[config.mk]
export PLATFORM = sky130hd
export DESIGN_NAME = mole_round_ctrl
export DESIGN_NICKNAME = d
export VERILOG_FILES = /design/src/rtl/mole_round_ctrl_pkg.sv /design/src/rtl/mole_round_ctrl_lfsr.sv /design/src/rtl/mole_round_ctrl.sv
export SDC_FILE = /design/constraint.sdc
export NUM_CORES = 1
export LEC_CHECK = 0
export CAP_MARGIN = 10
export CORE_UTILIZATION = 37
export CTS_CLUSTER_SIZE = 25
export DETAILED_ROUTE_END_ITERATION = 10
export PLACE_DENSITY = 0.56
export SETUP_SLACK_MARGIN = 0.3
export SYNTH_ARGS = -nofsm -noshare
export SYNTH_HDL_FRONTEND = slang
export SYNTH_HIERARCHICAL = 1
export SYNTH_SLANG_ARGS = --single-unit
[constraint.sdc]
create_clock -name clk -period 2.6 [get_ports clk]
set_input_delay 0.52 -clock clk [delete_from_list [all_inputs] [get_ports clk]]
set_output_delay 0.52 -clock clk [all_outputs]
set_load 0.01 [all_outputs]
[src/rtl/mole_round_ctrl_pkg.sv]
// Shared types and constants for the whack-a-mole round controller.
// Holds the FSM state encoding, guess codes and the hole-pick helper.
package mole_round_ctrl_pkg;

    typedef enum logic [1:0] {
        ST_GAP  = 2'd0,
        ST_SHOW = 2'd1,
        ST_OVER = 2'd2
    } state_t;

    localparam int unsigned NUM_HOLES = 5;
    localparam int unsigned LFSR_W    = 16;
    localparam logic [LFSR_W-1:0] LFSR_TAPS = 16'hB400;

    localparam logic [2:0] GUESS_UP     = 3'd0;
    localparam logic [2:0] GUESS_LEFT   = 3'd1;
    localparam logic [2:0] GUESS_CENTER = 3'd2;
    localparam logic [2:0] GUESS_RIGHT  = 3'd3;
    localparam logic [2:0] GUESS_DOWN   = 3'd4;
    localparam logic [2:0] GUESS_NONE   = 3'd5;
    localparam logic [2:0] NO_MOLE      = 3'd5;

    // Fold a 3-bit random value onto the five holes.
    function automatic logic [2:0] pick(input logic [2:0] p);
        if (p >= 3'(NUM_HOLES)) begin
            return p - 3'(NUM_HOLES);
        end
        return p;
    endfunction

endpackage

[src/rtl/mole_round_ctrl_lfsr.sv]
// Free-running 16-bit Galois LFSR; only the low three bits leave the block
// because that is all the hole picker consumes.
module mole_lfsr
    import mole_round_ctrl_pkg::*;
#(
    parameter logic [LFSR_W-1:0] SEED = 16'hACE1
) (
    input  logic       clk,
    input  logic       rst,
    output logic [2:0] low_bits
);

    logic [LFSR_W-1:0] state;

    always_ff @(posedge clk) begin
        if (rst) begin
            state <= SEED;
        end else begin
            state <= {1'b0, state[LFSR_W-1:1]} ^ (state[0] ? LFSR_TAPS : '0);
        end
    end

    assign low_bits = state[2:0];

endmodule

[src/rtl/mole_round_ctrl.sv]
// Whack-a-mole round controller: gap, response window with scoring, timeout
// and miss counting, and a terminal game-over state held until reset.
module mole_round_ctrl
    import mole_round_ctrl_pkg::*;
#(
    parameter int unsigned GAP_TICKS   = 25_000_000,
    parameter int unsigned ROUND_TICKS = 100_000_000,
    parameter int unsigned MAX_MISSES  = 3,
    parameter int unsigned SCORE_W     = 8,
    parameter logic [15:0] LFSR_SEED   = 16'hACE1
) (
    input  logic               clk,
    input  logic               rst,
    input  logic               eval_now,
    input  logic [2:0]         user_guess,
    output logic               guess_now,
    output logic [2:0]         mole_pos,
    output logic [SCORE_W-1:0] score,
    output logic [1:0]         misses,
    output logic               hit_pulse,
    output logic               miss_pulse,
    output logic               game_over
);

    localparam int unsigned MAX_TICKS = (GAP_TICKS > ROUND_TICKS) ? GAP_TICKS : ROUND_TICKS;
    localparam int unsigned CNT_W     = (MAX_TICKS > 2) ? $clog2(MAX_TICKS) : 1;
    localparam logic [CNT_W-1:0]   GAP_LAST   = CNT_W'(GAP_TICKS - 1);
    localparam logic [CNT_W-1:0]   ROUND_LAST = CNT_W'(ROUND_TICKS - 1);
    localparam logic [SCORE_W-1:0] SCORE_MAX  = {SCORE_W{1'b1}};
    localparam logic [1:0]         MISS_LIMIT = 2'(MAX_MISSES);

    state_t           state;
    logic [CNT_W-1:0] cnt;
    logic [2:0]       lfsr_bits;
    logic             answer;
    logic             timeout;
    logic [1:0]       misses_next;

    mole_lfsr #(
        .SEED(LFSR_SEED)
    ) u_lfsr (
        .clk     (clk),
        .rst     (rst),
        .low_bits(lfsr_bits)
    );

    // First window cycle is blind: eval_now may still be held from the last round.
    assign answer      = eval_now && (cnt != '0) && (user_guess < GUESS_NONE);
    assign timeout     = (cnt == ROUND_LAST);
    assign misses_next = misses + 2'd1;

    always_ff @(posedge clk) begin
        if (rst) begin
            state      <= ST_GAP;
            cnt        <= '0;
            guess_now  <= 1'b0;
            mole_pos   <= NO_MOLE;
            score      <= '0;
            misses     <= '0;
            hit_pulse  <= 1'b0;
            miss_pulse <= 1'b0;
            game_over  <= 1'b0;
        end else begin
            hit_pulse  <= 1'b0;
            miss_pulse <= 1'b0;
            case (state)
                ST_GAP: begin
                    if (cnt == GAP_LAST) begin
                        cnt       <= '0;
                        mole_pos  <= pick(lfsr_bits);
                        guess_now <= 1'b1;
                        state     <= ST_SHOW;
                    end else begin
                        cnt <= cnt + CNT_W'(1);
                    end
                end
                ST_SHOW: begin
                    // An answer arriving on the timeout cycle still counts as an answer.
                    if (answer || timeout) begin
                        cnt       <= '0;
                        guess_now <= 1'b0;
                        mole_pos  <= NO_MOLE;
                        if (answer && (user_guess == mole_pos)) begin
                            hit_pulse <= 1'b1;
                            if (score != SCORE_MAX) begin
                                score <= score + SCORE_W'(1);
                            end
                            state <= ST_GAP;
                        end else begin
                            miss_pulse <= 1'b1;
                            misses     <= misses_next;
                            if (misses_next == MISS_LIMIT) begin
                                game_over <= 1'b1;
                                state     <= ST_OVER;
                            end else begin
                                state <= ST_GAP;
                            end
                        end
                    end else begin
                        cnt <= cnt + CNT_W'(1);
                    end
                end
                ST_OVER: begin
                    game_over <= 1'b1;
                end
                default: begin
                    state <= ST_GAP;
                end
            endcase
        end
    end

endmodule

* After elaboration in Yosys (flattened, before gate mapping)
Cells that the tools add are included.
** Word-level totals
- Register bits after elaboration :: 62
- Input bits :: 6
- Output and inout bits :: 17
** Cells by class
- Add/subtract/negate cells :: 4
- Order comparisons :: 2
- Equal/unequal tests :: 11
- Muxes and demuxes :: 27
- Bitwise logic cells :: 5
- Reductions and logical operators :: 14
** Operators by type and width (number)
- two-way mux 27 bit :: 2
- case mux 27 bit (2 select lines) :: 1
- adder 27 x 1 -> 27 bit (second input constant) :: 1
- == test 27 x 25 -> 1 bit (second input constant) :: 1
- == test 27 bit (second input constant) :: 1
- nonzero test 27 bit :: 1
- two-way mux 16 bit :: 1
- bitwise XOR 15 x 16 -> 16 bit :: 1
- two-way mux 3 bit :: 4
- two-way mux 1 bit :: 11
- AND reduction 3 bit :: 3
- adder 8 x 1 -> 8 bit (second input constant) :: 1
- two-way mux 2 bit :: 4
- inequality test 2 bit (second input constant) :: 4
- inequality test 8 bit (second input constant) :: 1
- AND reduction 4 bit :: 2
- case mux 2 bit (3 select lines) :: 1
- case mux 3 bit (2 select lines) :: 1
- == test 2 bit (second input constant) :: 2
- NOT 1 bit :: 4
- case mux 1 bit (2 select lines) :: 2
- nonzero test 2 bit :: 2
- == test 3 bit :: 1
- greater-or-equal comparator 3 bit (second input constant) :: 1
- 8 further kinds :: 10

* Depth between registers and ports, before layout
- Depth in word-level cells :: 8
- Gate-level depth with buffers :: 9
- Gate-level depth less buffers :: 8

* Modules after synthesis
Netlist, hierarchy kept.
** Modules (own cells, without submodules)
- mole_round_ctrl :: instances 1, cells each 321, area each 2583.7 um^2
- mole_lfsr :: instances 1, cells each 39, area each 485.5 um^2

* Least setup slack after synthesis
Ideal clock, no wire load.
- Path type :: register to register
- Start :: register cnt[9]
- End :: register misses[1]
- Library setup time :: 0.121 ns
- Data arrival time :: 2.024 ns
- Path slack :: 0.455 ns
- Stages on the path, launching flop included :: 7
- Buffers on the path :: 0
- Clock period less this slack :: 2.145 ns
- Cell sequence :: dfxtp_1 or4_4 nor4_4 a32o_2 o21ai_4 a21oi_2 mux2_2
** On the way
- Cells in the longest elaborated chain, start to end :: 6
** RTL lines
- from (decl) :: RTL line mole_round_ctrl.sv:33 : logic [CNT_W-1:0] cnt;
- from (signal assigned) :: RTL line mole_round_ctrl.sv:74 : cnt <= cnt + CNT_W'(1);
- from (signal assigned) :: RTL line mole_round_ctrl.sv:100 : cnt <= cnt + CNT_W'(1);
- nonzero test 27 bit :: RTL line mole_round_ctrl.sv:48 : assign answer = eval_now && (cnt != '0) && (user_guess < GUESS_NONE);
- logical AND 1 bit (2 in a row) :: RTL line mole_round_ctrl.sv:48
- logical AND 1 bit :: RTL line mole_round_ctrl.sv:83 : if (answer && (user_guess == mole_pos)) begin
- NOT 1 bit (no source line)
- AND reduction 3 bit (no source line) *
- to (signal assigned) :: RTL line mole_round_ctrl.sv:91 : misses <= misses_next;
- to (decl) :: RTL line mole_round_ctrl.sv:19 : output logic [1:0] misses,
Every way passes the cells marked *; elsewhere a longest branch is shown, timed or not.
A chain may end at the register's enable or synchronous reset.

* Worst setup path in the final report
- Start :: register cnt[25]
- End :: register misses[0]
The elaborated chain is that of the path after synthesis.

==> qor.yml <==
switching_share_pct: 22.56
syn_inst: 360
drive_above_1_share_pct: 14.18
grt_antenna_before_repair: 0
slew_headroom_pct: 55.30
ys_seq_area_share_pct: 40.44
insertion_delay_ps: 340
clockRootBuffer: "clkbuf_8"
synthFlopType: "dfxtp_1"
ys_warn_count: 6
cp-end-kind: "register"
cts_sinks: 62
setup-tns-final_ps: 0
fin_nets: 409
total_power_mw: 2.005
grt_usage_pct: 18.73
synth_top_area_share_pct: 40.44
synth_area_sq_mm: 0.003069
synth_seq_cells: 62
fmax_ghz: 0.4401
netlist_top_cells_count: "dfxtp_1 (62), nor2_1 (36), nand2_1 (27)"
nFillCells: 754
finish.utilization_pct: 47.57
wl_per_cell_um: 15.16
grt_max_degree: 24
io_pins: 23
multi_input_area_sq_mm: 0.001730
endpoint: "misses[0]"
grt_pass1_vias: 2579
num_vias: 2715
start_kind: "register"
netSwitchingPower_mw: 0.4523
portBuffers: 22
gp_congestion: 0.8495
drtIter0Drc: 222
regArea_sq_mm: 0.001246
cp-startpoint: "cnt[25]"
synth_cell_types: 58
rrSetupSlack_ps: 330
diodes: 0
pwr-share-comb_pct: 4.8
grt_pass1_wl_mm: 12.46
htreeDepth: 3
cellPowerDensity_mw_per_mm2: 534.4
drt-total-wl_mm: 7.639
post-route-min-period_ps: 2272
cts_buffer_depth: 2
yosys.area.top_type: "dfxtp_1"
r2r_cells: 6
cts_buffers: 9
cts_tree: "built"
grt_setup_unrepaired: "yes"
die-area_sq_mm: 0.008663
power_leakage_nw: 1.317
skew_ps: 10.08
start_util_pct: 38.91
grt_overflow: 0
synth.area.top_cells: "dfxtp_1 (40%), nor2_1 (4.4%), nand3_1 (3.4%)"
final_cell_area_sq_mm: 0.003752
drtAntennaViolNets: 0
crit_path_max_fanout: 6
drc: 0
reg2reg_from: "cnt[25]"
p_int_mw: 1.553
criticalPathCategory: "reg -> reg"
hpwlAfterDp_mm: 5.321
min_path_type: "reg -> reg"
crit_required_ps: 2830
fp-row-count: 32
r2r_end: "misses[0]"
setup_viol: 0
period_share_pct: 87.40
cap_violations: 0
hold_violations: 0
synth.avg_cell_area_sq_um: 8.526
ir_drop_mv: 0.2310
dpl_cell_area_sq_mm: 0.003467
cp.arrival_ps: 2500
area_delta_synth_final_pct: 22.26
tightest_slew_ps: 668.4
core_sq_mm: 0.007888
first_pass_iters: 4
synth_edf_count: 0
outcome: "complete, no violations"
syn_nets: 372
seqPwrFrac_pct: 49.0
slew_violations: 0
vias_per_cell: 5.387
synth.most_common_cell: "dfxtp_1"
p_clk_share_pct: 46.2
clk_pin_slew_ps: 70
die_w_um: 93.08
die_height_um: 93.08
async_flop_share_pct: 0
-- metrics by stage --
step	setup WS [ps]	hold WS (ps)	instances
floorplan	454.9	383.2	360
detailed placement	28.51	390.5	485
finish	327.7	410.5	504
global placement	70.21	387.8	485
global route	270.9	432.7	504
CTS	317.3	415.5	501
-- registers in the layout, summed over array words and instances, names as in the netlist --
signal and count:
cnt 27, mole_pos 3, guess_now 1, score 8, miss_pulse 1, misses 2
game_over 1, hit_pulse 1, state 2, u_lfsr/state 16
-- logic make-up after synthesis --
| group | Yosys count | synth area share, % |
|---|---|---|
| AOI/OAI and AO/OA | 60 | 13.25 |
| xor gates and xnor gates | 18 | 5.137 |
| adders and majority gates | 6 | 2.446 |
| buffers and inverters | 29 | 4.362 |
| DFF | 62 | 40.44 |
| muxes | 4 | 1.386 |
| and+or+nand+nor | 181 | 32.98 |
-- per-layer routing --
layer | GRT usage (%) | routed length, um
met1 | 25.16 | 3655
met2 | 28.68 | 3373
met3 | 3.089 | 488
met4 | 9.872 | 123
met5 | 0 | 0
-- final cells by class --
cell class                      instances  area share [%]
Multi-Input combinational cell        269           46.12
Sequential cell                        62           33.21
Timing Repair Buffer                   44           10.47
Clock buffer                           10           3.401
Tap cell                              102           3.401
Clock inverter                          6           2.301
Inverter                               11           1.100
-- what timing repair did --
action                                  4_1_cts  5_1_grt
buffers inserted                              0        3
hold buffers                                  0        0
endpoints found under the setup margin        0       12
resized for setup                             0       13
-- worst max-delay path, cell delays in order (launching register included) --
cell	delay (ps)
dfxtp_4	350
or4_4	560
nor4_4	360
a32o_2	300
o21ai_4	110
a21oi_4	170
mux2_4	310
-- power groups by stage --
| stage | Sequential, mW | Clock (mW) | Combinational, mW |
|---|---|---|---|
| 6_report | 0.983 | 0.925 | 0.0966 |
| 5_1_grt | 0.985 | 0.980 | 0.107 |
| 4_1_cts | 0.984 | 0.946 | 0.0922 |
| 3_5_place_dp | 1.01 | 0 | 0.0920 |
| 3_3_place_gp | 1.01 | 0 | 0.0909 |
| 2_1_floorplan | 1.00 | 0 | 0.0682 |
-- worst min-delay path by stage --
stage | start | to | slack [ps] | depth (start not counted)
floorplan | u_lfsr/state[6] | u_lfsr/state[5] | 380 | 1
global placement | u_lfsr/state[6] | u_lfsr/state[5] | 390 | 1
detailed placement | u_lfsr/state[6] | u_lfsr/state[5] | 390 | 1
CTS | u_lfsr/state[8] | u_lfsr/state[7] | 420 | 1
global route | u_lfsr/state[6] | u_lfsr/state[5] | 430 | 1
finish | u_lfsr/state[8] | u_lfsr/state[7] | 410 | 1
-- cell usage in the layout (no fill, tap or decap), drive strengths merged, types with 11 or more instances in the layout --
| cell type | Yosys | layout |
|---|---|---|
| dfxtp | 62 | 62 |
| a21oi | 21 | 21 |
| nor3 | 13 | 13 |
| nand2 | 27 | 27 |
| clkdlybuf4s50 | 0 | 22 |
| nand3 | 21 | 21 |
| buf | 8 | 22 |
| nand4 | 14 | 14 |
| inv | 11 | 11 |
| nor2 | 36 | 36 |
(Power assumes the default switching activity.)
